`src/rtl/xkbuf_pkg.sv`:
```
// Shared constants and types for the keyboard event buffer.
// Event layout inside the FIFO is {ext, brk, code[7:0]}; data_out adds {ovf, nempty} on top.
package xkbuf_pkg;

  localparam logic [15:0] KBUF_BASE = 16'h0060;

  localparam logic [7:0] PFX_EXT = 8'hE0;
  localparam logic [7:0] PFX_BRK = 8'hF0;

  localparam int CODE_LSB   = 0;
  localparam int BRK_BIT    = 8;
  localparam int EXT_BIT    = 9;
  localparam int NEMPTY_BIT = 10;
  localparam int OVF_BIT    = 11;

  typedef enum logic [1:0] {
    ST_IDLE,
    ST_E0,
    ST_F0,
    ST_E0F0
  } pfx_st_t;

  // Receiver status/ack bytes that carry no key information when seen unprefixed.
  function automatic logic is_discard(input logic [7:0] b);
    case (b)
      8'h00, 8'hAA, 8'hEE, 8'hFA, 8'hFC, 8'hFD, 8'hFE, 8'hFF: return 1'b1;
      default: return 1'b0;
    endcase
  endfunction

endpackage

```
`src/rtl/xkbuf_fifo.sv`:
```
// Generic synchronous FIFO: push dropped when full unless a pop frees a slot the same edge.
// Pop on empty is ignored; flush dominates push and pop.
module xkbuf_fifo #(
  parameter int W     = 10,
  parameter int DLOG2 = 3
) (
  input  logic             clk,
  input  logic             rst,
  input  logic             push,
  input  logic             pop,
  input  logic             flush,
  input  logic [W-1:0]     wdat,
  output logic [W-1:0]     rdat,
  output logic             full,
  output logic             empty,
  output logic [DLOG2:0]   count
);

  localparam int             DEPTH    = 1 << DLOG2;
  localparam logic [DLOG2:0] FULL_CNT = (DLOG2 + 1)'(DEPTH);

  logic [W-1:0]     r_mem [DEPTH];
  logic [DLOG2-1:0] r_wptr;
  logic [DLOG2-1:0] r_rptr;
  logic [DLOG2:0]   r_cnt;

  logic w_pop;
  logic w_push;

  assign empty  = (r_cnt == '0);
  assign full   = (r_cnt == FULL_CNT);
  assign count  = r_cnt;
  assign rdat   = r_mem[r_rptr];
  assign w_pop  = pop & ~empty;
  assign w_push = push & (~full | w_pop);

  always_ff @(posedge clk) begin
    if (rst || flush) begin
      r_wptr <= '0;
      r_rptr <= '0;
      r_cnt  <= '0;
    end else begin
      if (w_push) r_wptr <= r_wptr + 1'b1;
      if (w_pop)  r_rptr <= r_rptr + 1'b1;
      case ({w_push, w_pop})
        2'b10:   r_cnt <= r_cnt + 1'b1;
        2'b01:   r_cnt <= r_cnt - 1'b1;
        default: r_cnt <= r_cnt;
      endcase
    end
  end

  always_ff @(posedge clk) begin
    if (w_push && !flush && !rst) r_mem[r_wptr] <= wdat;
  end

endmodule

```
`src/rtl/xkbuf.sv`:
```
// Keyboard event buffer: folds E0/F0 prefixes into single events and queues them for bus polling.
// Events land on the in_valid edge; a bus read returns the head combinationally and pops it.
module xkbuf
  import xkbuf_pkg::*;
#(
  parameter int DEPTH_LOG2 = 3,
  parameter int EVT_W      = 10
) (
  input  logic             clk,
  input  logic             rst,
  input  logic             in_valid,
  input  logic [7:0]       in_code,
  input  logic             sel,
  input  logic             we,
  input  logic [1:0]       data_in,
  output logic [EVT_W+1:0] data_out,
  output logic             irq
);

  pfx_st_t r_st;
  pfx_st_t w_st_nxt;
  logic    r_ovf;

  logic                  w_push;
  logic                  w_ext;
  logic                  w_brk;
  logic [EVT_W-1:0]      w_evt;
  logic [EVT_W-1:0]      w_head;
  logic                  w_full;
  logic                  w_empty;
  logic [DEPTH_LOG2:0]   w_count;

  logic w_rd;
  logic w_wr;
  logic w_flush;
  logic w_ovf_clr;
  logic w_ovf_set;

  assign w_rd      = sel & ~we;
  assign w_wr      = sel & we;
  assign w_flush   = w_wr & data_in[0];
  assign w_ovf_clr = w_wr & data_in[1];
  // A same-cycle pop frees the slot, so only an unrelieved push into a full FIFO overflows.
  assign w_ovf_set = w_push & w_full & ~(w_rd & ~w_empty) & ~w_flush;

  always_ff @(posedge clk) begin
    if (rst) r_st <= ST_IDLE;
    else     r_st <= w_st_nxt;
  end

  always_comb begin
    w_st_nxt = r_st;
    w_push   = 1'b0;
    w_ext    = 1'b0;
    w_brk    = 1'b0;
    if (in_valid) begin
      case (r_st)
        ST_IDLE: begin
          if (in_code == PFX_EXT)      w_st_nxt = ST_E0;
          else if (in_code == PFX_BRK) w_st_nxt = ST_F0;
          else if (!is_discard(in_code)) w_push = 1'b1;
        end
        ST_E0: begin
          if (in_code == PFX_BRK)      w_st_nxt = ST_E0F0;
          else if (in_code == PFX_EXT) w_st_nxt = ST_E0;
          else begin
            w_push   = 1'b1;
            w_ext    = 1'b1;
            w_st_nxt = ST_IDLE;
          end
        end
        ST_F0: begin
          if (in_code == PFX_BRK)      w_st_nxt = ST_F0;
          else if (in_code == PFX_EXT) w_st_nxt = ST_E0F0;
          else begin
            w_push   = 1'b1;
            w_brk    = 1'b1;
            w_st_nxt = ST_IDLE;
          end
        end
        default: begin
          if (in_code != PFX_EXT && in_code != PFX_BRK) begin
            w_push   = 1'b1;
            w_ext    = 1'b1;
            w_brk    = 1'b1;
            w_st_nxt = ST_IDLE;
          end
        end
      endcase
    end
    if (w_flush) w_st_nxt = ST_IDLE;
  end

  always_comb begin
    w_evt                     = '0;
    w_evt[CODE_LSB +: 8]      = in_code;
    w_evt[BRK_BIT]            = w_brk;
    w_evt[EXT_BIT]            = w_ext;
  end

  // Set dominates clear so an overflow in the clearing cycle is never hidden.
  always_ff @(posedge clk) begin
    if (rst)            r_ovf <= 1'b0;
    else if (w_ovf_set) r_ovf <= 1'b1;
    else if (w_ovf_clr) r_ovf <= 1'b0;
  end

  xkbuf_fifo #(
    .W     (EVT_W),
    .DLOG2 (DEPTH_LOG2)
  ) u_fifo (
    .clk   (clk),
    .rst   (rst),
    .push  (w_push),
    .pop   (w_rd),
    .flush (w_flush),
    .wdat  (w_evt),
    .rdat  (w_head),
    .full  (w_full),
    .empty (w_empty),
    .count (w_count)
  );

  always_comb begin
    data_out             = '0;
    data_out[OVF_BIT]    = r_ovf;
    data_out[NEMPTY_BIT] = ~w_empty;
    if (!w_empty) data_out[EVT_W-1:0] = w_head;
  end

  assign irq = (w_count != '0);

endmodule

```
`config.mk`:
```
export PLATFORM = sky130hd
export DESIGN_NAME = xkbuf
export DESIGN_NICKNAME = d
export VERILOG_FILES = /design/src/rtl/xkbuf_pkg.sv /design/src/rtl/xkbuf_fifo.sv /design/src/rtl/xkbuf.sv
export SDC_FILE = /design/constraint.sdc
export NUM_CORES = 1
export LEC_CHECK = 0
export ABC_AREA = 1
export CAP_MARGIN = 20
export CORE_MARGIN = 8
export CORE_UTILIZATION = 68
export DETAILED_ROUTE_END_ITERATION = 10
export DONT_BUFFER_PORTS = 1
export GPL_TIMING_DRIVEN = 0
export PLACE_DENSITY = 0.95
export SYNTH_ARGS = -nofsm -noshare
export SYNTH_HDL_FRONTEND = slang
export SYNTH_SLANG_ARGS = --single-unit
```
`constraint.sdc`:
```
create_clock -name clk -period 6 [get_ports clk]
set_clock_uncertainty 0.15 [all_clocks]
set_input_delay 1.2 -clock clk [delete_from_list [all_inputs] [get_ports clk]]
set_output_delay 1.2 -clock clk [all_outputs]
set_load 0.02 [all_outputs]
```
Yosys cells after proc, flatten, opt, wreduce, memory -nomap -nowiden
Memory sizes are Yosys's and may differ from the RTL's. A register that Yosys moved wholly into a read port is not among the register bits.
Cells that the tools add are included.
- logic and storage cells: 94
- RAM bits: 80
- flip-flop bits (word level): 13
- memories kept: 1
- memories (memory ; depth ; bits a word ; read ports ; clocked after Yosys merged registers in ; write ports ; line ; RTL):
    u_fifo.r_mem ; 8 ; 10 ; 1 ; 1 ; 1 ; xkbuf_fifo.sv:22 ; logic [W-1:0] r_mem [DEPTH];
- equal/unequal tests: 17
- add/sub/neg operators: 4
- reductions and logical operators: 19
- multiplexer cells: 33
- bitwise logic cells: 15
- operators by type and width (cell ; number):
    == test 8 bit, second input constant ; 9
    2-to-1 mux 1 bit ; 19
    inequality test 8 bit, second input constant ; 2
    2-to-1 mux 2 bit ; 6
    2-to-1 mux 10 bit ; 1
    bitwise AND 1 bit ; 9
    logical NOT 8 bit ; 1
    one-hot mux 4 bit (2 select lines) ; 1
    nonzero test 4 bit ; 2
    OR reduction 2 bit ; 4
    OR reduction 8 bit ; 1
    adder 3 x 1 -> 3 bit, second input constant ; 2
    2-to-1 mux 3 bit ; 2
    one-hot mux 1 bit (2 select lines) ; 3
    one-hot mux 2 bit (3 select lines) ; 1
    inverter 1 bit ; 5
    adder 4 x 1 -> 4 bit, second input constant ; 1
    == test 2 x 1 -> 1 bit, second input constant ; 2
    == test 2 bit, second input constant ; 2
    == test 4 bit, second input constant ; 1
    logical NOT 4 bit ; 1
    nonzero test 2 bit ; 2
    subtractor 4 x 1 -> 4 bit, second input constant ; 1
    logical AND 1 bit ; 3
    6 further kinds ; 7

Logic depth before layout (Yosys ltp)
Gate-level depths: netlist of the first run.
- depth after elaboration: 17
- depth in mapped cells: 19
- mapped depth without buffers: 19

Hierarchy
Synthesis of the first run repeated with hierarchy kept, for this count alone.
- cells, all modules: 405
- area, all modules: 4362.9 um2
- by module, submodules not included (module ; area an instance (um2) ; cells an instance ; seq. area each (um2) ; instances):
    xkbuf_fifo ; 3813.7 ; 304 ; 2662.6 ; 1
    xkbuf ; 549.3 ; 101 ; 60.1 ; 1

Worst setup path after synthesis of the first run
Ideal clock, no wire load.
- kind: in2reg
- start: in in_code[1]
- end: reg u_fifo.r_cnt[3], in the netlist u_fifo.count[3]
- path slack: 2.779 ns
- stages: 19
- buffers on the path: 0
- arrival time: 2.950 ns
- data required time: 5.729 ns
- path through: inv_1 -> nand2_1 -> nor2_4 -> nand2_2 -> inv_2 -> nor2_2 -> nand3_2 -> nand2_4 -> nand2_4 -> ha_1 -> ha_1 -> nand2_1 -> nand2_1 -> a21oi_1 -> nor2_1 -> nor2_1 -> nand2_1 -> o21ai_0 -> a21oi_1
- longest elaborated chain between the ends: 15
- ends and longest elaborated chain (element ; line ; RTL):
    start: declaration ; xkbuf.sv:12 ; input logic [7:0] in_code,
    == test 8 bit / logical NOT 8 bit (equally long branches) ; xkbuf_pkg.sv:25 ; case (b)
    OR reduction 8 bit ; xkbuf_pkg.sv:25 ;
    2-to-1 mux 1 bit ; xkbuf_pkg.sv:25 ;
    2-to-1 mux 1 bit ; xkbuf.sv:60 ; else if (in_code == PFX_BRK) w_st_nxt = ST_F0;
    2-to-1 mux 1 bit ; xkbuf.sv:59 ; if (in_code == PFX_EXT) w_st_nxt = ST_E0;
    2-to-1 mux 1 bit ; xkbuf.sv:57 ; case (r_st)
    2-to-1 mux 1 bit ; xkbuf.sv:56 ; if (in_valid) begin
    2-to-1 mux 1 bit ; xkbuf.sv:61 ; else if (!is_discard(in_code)) w_push = 1'b1;
    2-to-1 mux 1 bit ; xkbuf.sv:60 ;
    2-to-1 mux 1 bit ; xkbuf.sv:59 ;
    one-hot mux 1 bit (2 select lines) * ; xkbuf.sv:57 ;
    2-to-1 mux 1 bit * ; xkbuf.sv:56 ;
    bitwise AND 1 bit * ; xkbuf_fifo.sv:35 ; assign w_push = push & (~full | w_pop);
    == test 2 x 1 -> 1 bit / == test 2 bit (equally long branches) ; xkbuf_fifo.sv:45 ; case ({w_push, w_pop})
    one-hot mux 4 bit (2 select lines) / nonzero test 2 bit (equally long branches) ; -- ;
    end signal: assignment ; xkbuf_fifo.sv:46 ; 2'b10: r_cnt <= r_cnt + 1'b1;
    end signal: assignment ; xkbuf_fifo.sv:47 ; 2'b01: r_cnt <= r_cnt - 1'b1;
    end signal: assignment ; xkbuf_fifo.sv:48 ; default: r_cnt <= r_cnt;
    end: declaration ; xkbuf_fifo.sv:25 ; logic [DLOG2:0] r_cnt;
Every way passes the cells marked *; elsewhere a longest branch is shown, timed or not. The select of a mux whose other input is x is not followed.
A chain may end at the register's enable or synchronous reset.

Final worst setup path of the first run
- start: reg u_fifo.r_cnt[0], in the netlist u_fifo.count[0]
- end: out data_out[6]
- longest elaborated chain between the ends: 2
- ends and longest elaborated chain (element ; line ; RTL):
    logical NOT 4 bit ; xkbuf_fifo.sv:30 ; assign empty = (r_cnt == '0);
    2-to-1 mux 10 bit ; xkbuf.sv:128 ; if (!w_empty) data_out[EVT_W-1:0] = w_head;
    end: declaration ; xkbuf.sv:16 ; output logic [EVT_W+1:0] data_out,
No other way between the ends.

==> results of run 1 <==
==> where the power goes <==
part	internal (W)	switching, W	total, W	leakage, nW
Clock	0.000279	0.000224	0.000503	0.117
Sequential	0.000736	0.0000120	0.000748	0.856
Combinational	0.0000632	0.000163	0.000227	0.733
Total	0.00108	0.000399	0.00148	1.71
==> sequential cells by signal, indices dropped and copies added (netlist names), named ones only <==
name           flops
r_st               2
u_fifo.r_mem      80
u_fifo.r_wptr      3
r_ovf              1
u_fifo.r_rptr      3
u_fifo.count       4
==> final cells by class <==
type | instances | share of cell area, %
inverters | 37 | 3.03
multi-input cells | 261 | 29.7
plain buffers | 18 | 1.69
clock buffers | 10 | 2.73
flip-flops and latches | 96 | 58.3
clock inverters | 6 | 2.46
well taps | 77 | 2.06
==> placed cells by master, fill, tap and decap left out, types with 4 or more instances in the layout <==
cell / instances
nor2_1: 87
edfxtp_1: 80
o21ai_0: 56
nand2_1: 33
inv_1: 32
dfxtp_1: 16
clkbuf_1: 13
a21oi_1: 12
o22ai_1: 10
a31oi_1: 10
ha_1: 10
nand3_1: 9
clkbuf_8: 9
nor2_2: 7
nand2_2: 6
nand2_4: 5
nor2_4: 4
inv_2: 4
==> metal layers <==
layer / GRT usage, % / part of all wire [%]
met1: 23.8 / 37
met4: 10.8 / 2.2
met2: 39.3 / 52
met3: 5.38 / 8.3
met5: 0 / 0
==> worst reg2reg max path, delay by kind of cell (launching register included) <==
| family | cells | cell delay [ps] |
|---|---|---|
| adders and majority gates | 3 | 800 |
| DFF | 1 | 360 |
| and+or+nand+nor | 9 | 690 |
| buffers and inverters | 1 | 100 |
| AOI/OAI and AO/OA | 4 | 530 |
==> worst paths after layout <==
check	to	from	depth (start not counted)
worst max-delay path	data_out[6]	u_fifo.count[0]	5
worst min-delay path	r_ovf	r_ovf	2
worst max register to register	u_fifo.count[3]	r_st[0]	17
worst min register to register	r_ovf	r_ovf	2
==> cells by family (layout without fill, tap and decap cells) <==
family,after synthesis,count (layout),share of synthesized area (%)
xor+xnor,3,3,0.607
buf+inv,55,71,5.08
fa+ha+maj,11,11,3.35
compound gates,91,91,11.3
flops,96,96,62.9
simple gates,156,156,16.8
==> metrics by stage <==
| stage | setup WS, ps | std cells | utilization, % | power, W | instance area [um^2] |
|---|---|---|---|---|---|
| after floorplan | 2780 | 412 | - | 0.000934 | 4330 |
| after global placement | 2670 | 489 | 71.0 | 0.000974 | 4430 |
| after detailed placement | 2530 | 489 | 71.0 | 0.000987 | 4430 |
| after CTS | 2440 | 505 | 74.8 | 0.00148 | 4670 |
| after global routing | 2290 | 505 | 74.8 | 0.00153 | 4670 |
| final | 2450 | 505 | 74.8 | 0.00148 | 4670 |
==> synth_stat cells, drive strengths merged <==
library cell,count,share of area (%)
dfxtp,16,7.4
inv,37,3.3
o21ai,57,6.7
nor2,98,9.6
o211ai,1,0.17
nand4,1,0.14
a21oi,13,1.6
nand3,12,1.9
nor3,1,0.12
nand2,44,5.0
clkbuf,12,1.0
xnor2,1,0.20
fa,1,0.46
edfxtp,80,55
a31oi,10,1.4
ha,10,2.9
buf,6,0.78
xor2,2,0.40
o22ai,10,1.4
==> results.md, run 1 <==
- Share of cells above drive strength 1: about 12%
- RSZ-0062 raised after global routing: false
- Vias in the first global route: ~3100
- Clock slew at reported path FFs: ~90 ps
- GRT overflow: 0
- Max H-tree Level: 3
- Largest net degree at the start of global routing: 17
- Filler cells: 382
- DRC: 0
- Slowest stage delay, CP: between 400 and 500 ps
- Core footprint: between 0.006 and 0.007 mm^2
- Synthesized Nets: ~440
- Final setup violating endpoints: 0
- Worst-path fanout max: 11
- Critical Path RT: roughly 4700 ps
- Syn_area_per_cell: ~11 um^2
- Clock root buffer: clkbuf_8
- Starting Density: a little over two thirds
- I/O pins: 28
- Fin. max-slew vios: 0
- First-pass GRT wire length: between 15 and 20 mm
- Slew HR: around a third
- Netlist cell types: 31
- Buf/Inv on CP: 1
- Final hold slack: between 300 and 400 ps
- Outcome: completed
- FF-to-FF setup slack: 3270 ps
- Synth Warn #: 0
- Overall routed net length: ~9.5 mm
- Drt wl/cell: 18.8 um
- Number of CTS-inserted buffers: 9
- Area of the multi-input gates: approximately 0.0014 mm^2
- Synth Instances: ~400
- Area Growth Syn to Fin: 7.83%
- Nets@finish: between 400 and 500
- Crit-path slowest cell: a31oi_1
- Sum of negative setup slack: 0 ps
- GPL Wtd Cong: 0.807
- All-Layer GR Usage: between 20% and 30%
- Final cycle utilization of the critical path: 59.1%
- CTS resizes: 0
- Die width: around 96 um
- Power Dens Cells: ~320 mW/mm^2
- Hold buffers post-CTS: 0
- Sequential area share after synthesis: approximately 63%
- Worst-Skew Late Latency: 360 ps
- Final hold violation count: 0
- Clock sink total: 96
- Setup crit end kind: output pin
- Leak: 1.71 nW
- Hold Path Class: flip-flop to flip-flop
- Crit path max-delay family: compound AO/OA/AOI/OAI gates
- Synth Register Bits: 96
- F_max: between 200 and 300 MHz
- Synth Cell Area: 0.00433 mm^2
- Port bufs: 0
- Clock buffer depth: 2
- Cells along the critical path: nor2_4, nand3_4, clkbuf_1, o21ai_0, a31oi_1
- Initial DRT Pass Iterations: 4
- Tightest Pin Transition: roughly 1000 ps
- Min Clock Period, post-route: about 3500 ps
- Detailed-route via count: ~3000
- TritonCTS clock tree: done
- Startpoint types: flip-flop
- Crit path DAT: roughly 2200 ps
- Setup Buffers After CTS: 0
- Peak supply drop: 236 uV
- Antenna cells: 0
- Row cnt: 29
- Register area: 0.00272 mm^2
- Initial antenna violation count: 0
- Vias per cell: between 5 and 6
- Crit path kind: flip-flop to output pin
- DR iter-0 viols: 190
- HPWL after detailed placement: 6.43 mm
- MaxCap Viol Count: 0
- Die height: 95.8 um
- Die area: slightly above 0.009 mm^2
- Antenna viol nets, final: 0
(Power assumes the default switching activity.)
==> inputs of run 2 (changes only) <==
--- a/config.mk
+++ b/config.mk
@@ -8,11 +8,11 @@
 export ABC_AREA = 1
 export CAP_MARGIN = 20
 export CORE_MARGIN = 8
-export CORE_UTILIZATION = 68
+export CORE_UTILIZATION = 63
 export DETAILED_ROUTE_END_ITERATION = 10
 export DONT_BUFFER_PORTS = 1
 export GPL_TIMING_DRIVEN = 0
-export PLACE_DENSITY = 0.95
+export PLACE_DENSITY = 0.91
 export SYNTH_ARGS = -nofsm -noshare
 export SYNTH_HDL_FRONTEND = slang
 export SYNTH_SLANG_ARGS = --single-unit
==> constraint.sdc (replaced) <==
create_clock -name clk -period 3.6 [get_ports clk]
set_clock_uncertainty 0.15 [all_clocks]
set_input_delay 0.72 -clock clk [delete_from_list [all_inputs] [get_ports clk]]
set_output_delay 0.72 -clock clk [all_outputs]
set_load 0.02 [all_outputs]
==> results.md, run 2 (synthesized netlist as in run 1, its figures left out) <==
- Outcome: completed
- Number of CTS-inserted buffers: 9
- Vias in the first global route: between 3000 and 4000
- Port bufs: 0
- Worst-Skew Late Latency: approximately 360 ps
- Setup crit end kind: output pin
- Met3 usage: under 10%
- Crit path launch: u_fifo.count[1]
- F_max: around 320 MHz
- Number of flip-flops in the largest register: 80
- Slew HR: between 30% and 40%
- Largest Register: u_fifo.r_mem
- M2 GR Usage: around 34%
- GRT overflow: 0
- Final hold violation count: 0
- Detailed-route via count: approximately 3000
- Die width: between 90 and 100 um
- TritonCTS clock tree: done
- Tot Pwr: 0.00242 W
- Crit path DAT: about 2300 ps
- Hold Path Origin: in_code[0]
- DR iter-0 viols: ~240
- Power Dens Cells: 520 mW/mm^2
- Max H-tree Level: 3
- Leak: about 1.7 nW
- GPL Wtd Cong: roughly 0.8
- Clock root buffer: clkbuf_8
- Logic pwr share: 15.6%
- RSZ-0062 raised after global routing: false
- All-Layer GR Usage: around 20%
- Largest net degree at the start of global routing: 18
- Tightest Pin Transition: a little over 1000 ps
- First-pass GRT wire length: 14.9 mm
- Non-Filler Instances: 508
- Die area: 0.00979 mm^2
- Crit path kind: flip-flop to output pin
- Antenna cells: 0
- Row cnt: 30
- Critical Path RT: 2730 ps
- Clock slew at reported path FFs: approximately 100 ps
- MaxCap Viol Count: 0
- Final cycle utilization of the critical path: roughly 90%
- Cell internal pwr: between 0.0015 and 0.002 W
- Worst-path fanout max: 11
- Vias per cell: slightly below 6
- Starting Density: about 64%
- Switching power: about 0.0007 W
- Most common cell after layout, fill and taps aside: nor2_1
- Setup Buffers After CTS: 0
- Nets@finish: around 450
- Die height: 98.9 um
- Peak supply drop: between 200 and 300 uV
- Antenna viol nets, final: 0
- Final hold slack: 290 ps
- Setup Slack @ Placement: between 600 and 700 ps
- Overall routed net length: approximately 9 mm
- Clock sink total: 96
- Share of cells above drive strength 1: about an eighth
- Fin. max-slew vios: 0
- Core footprint: about 0.0067 mm^2
- I/O pins: 28
- CTS resizes: 0
- DRC: 0
- Hold Path Class: input pin to flip-flop
- Drt wl/cell: around 18 um
- Initial antenna violation count: 0
- PnR worst setup slack: 447 ps
- GRT met1 Usage: between 20 and 25%
- Initial DRT Pass Iterations: 6
- Clock buffer depth: 2
- Clock power frac: about 33%
- HPWL after detailed placement: 6.23 mm
- Worst r2r src: r_st[0]
- Startpoint types: flip-flop
- Switching share of power: between 20 and 30%
- Sum of negative setup slack: 0 ps
- Min Clock Period, post-route: ~3200 ps
- Area Growth Syn to Fin: 7.51%
- DP Cell Count: a little under 500
- Final setup violating endpoints: 0
- Sequential power share: 51.5%
- Busiest grt layer: met2
- Hold buffers post-CTS: 0
- Most frequent cells in the layout: nor2_1 (87), edfxtp_1 (80), o21ai_0 (56)
run 2: cell count changes in the layout (fill, tap and decap cells not counted):
cell,delta
inv_6,+2
bufinv_16,-1
clkbuf_1,-1
clkinvlp_4,+1
clkinv_4,-1
run 2: routing by layer:
metal	up-vias	routed length, um
met5	-	0
met4	0	199
met3	15	689
met2	140	4740
met1	1405	3620
li1	1429	-
run 2: per-stage QoR:
step                area, um^2  utilization (%)
global route              4660             69.3
detailed placement        4430             66.0
finish                    4660             69.3
global placement          4430             66.0
floorplan                 4330                -
CTS                       4660             69.3
run 2: final timing paths:
| check | to | slack (ps) | cells after the start |
|---|---|---|---|
| setup / recovery | data_out[8] | 450 | 5 |
| hold / removal | u_fifo.r_mem[7][0] | 290 | 0 |
| setup reg to reg | u_fifo.count[3] | 880 | 17 |
| hold reg to reg | flip-flop | 330 | 2 |
run 2: area by class of cell:
type                       count  area, um^2
multi-input combinational    261        1390
inverter                      37         141
tap                           80         100
buffer                        18        78.8
fill                         474        2060
clock buffer                   9         124
sequential                    96        2720
clock inverter                 7         101
run 2: power groups by stage:
| stage | clock network (W) | logic [W] | registers (W) |
|---|---|---|---|
| 2_1_floorplan | 0 | 0.000291 | 0.00127 |
| 3_3_place_gp | 0 | 0.000356 | 0.00127 |
| 3_5_place_dp | 0 | 0.000376 | 0.00127 |
| 4_1_cts | 0.000789 | 0.000378 | 0.00125 |
| 5_1_grt | 0.000825 | 0.000416 | 0.00125 |
| 6_report | 0.000795 | 0.000378 | 0.00125 |
run 2: critical path, stage by stage, from the launching register on:
cell and delay, ps:
dfxtp_1 430, nor2_4 80, nand3_4 90, clkbuf_1 490
o21ai_0 330, a31oi_1 500
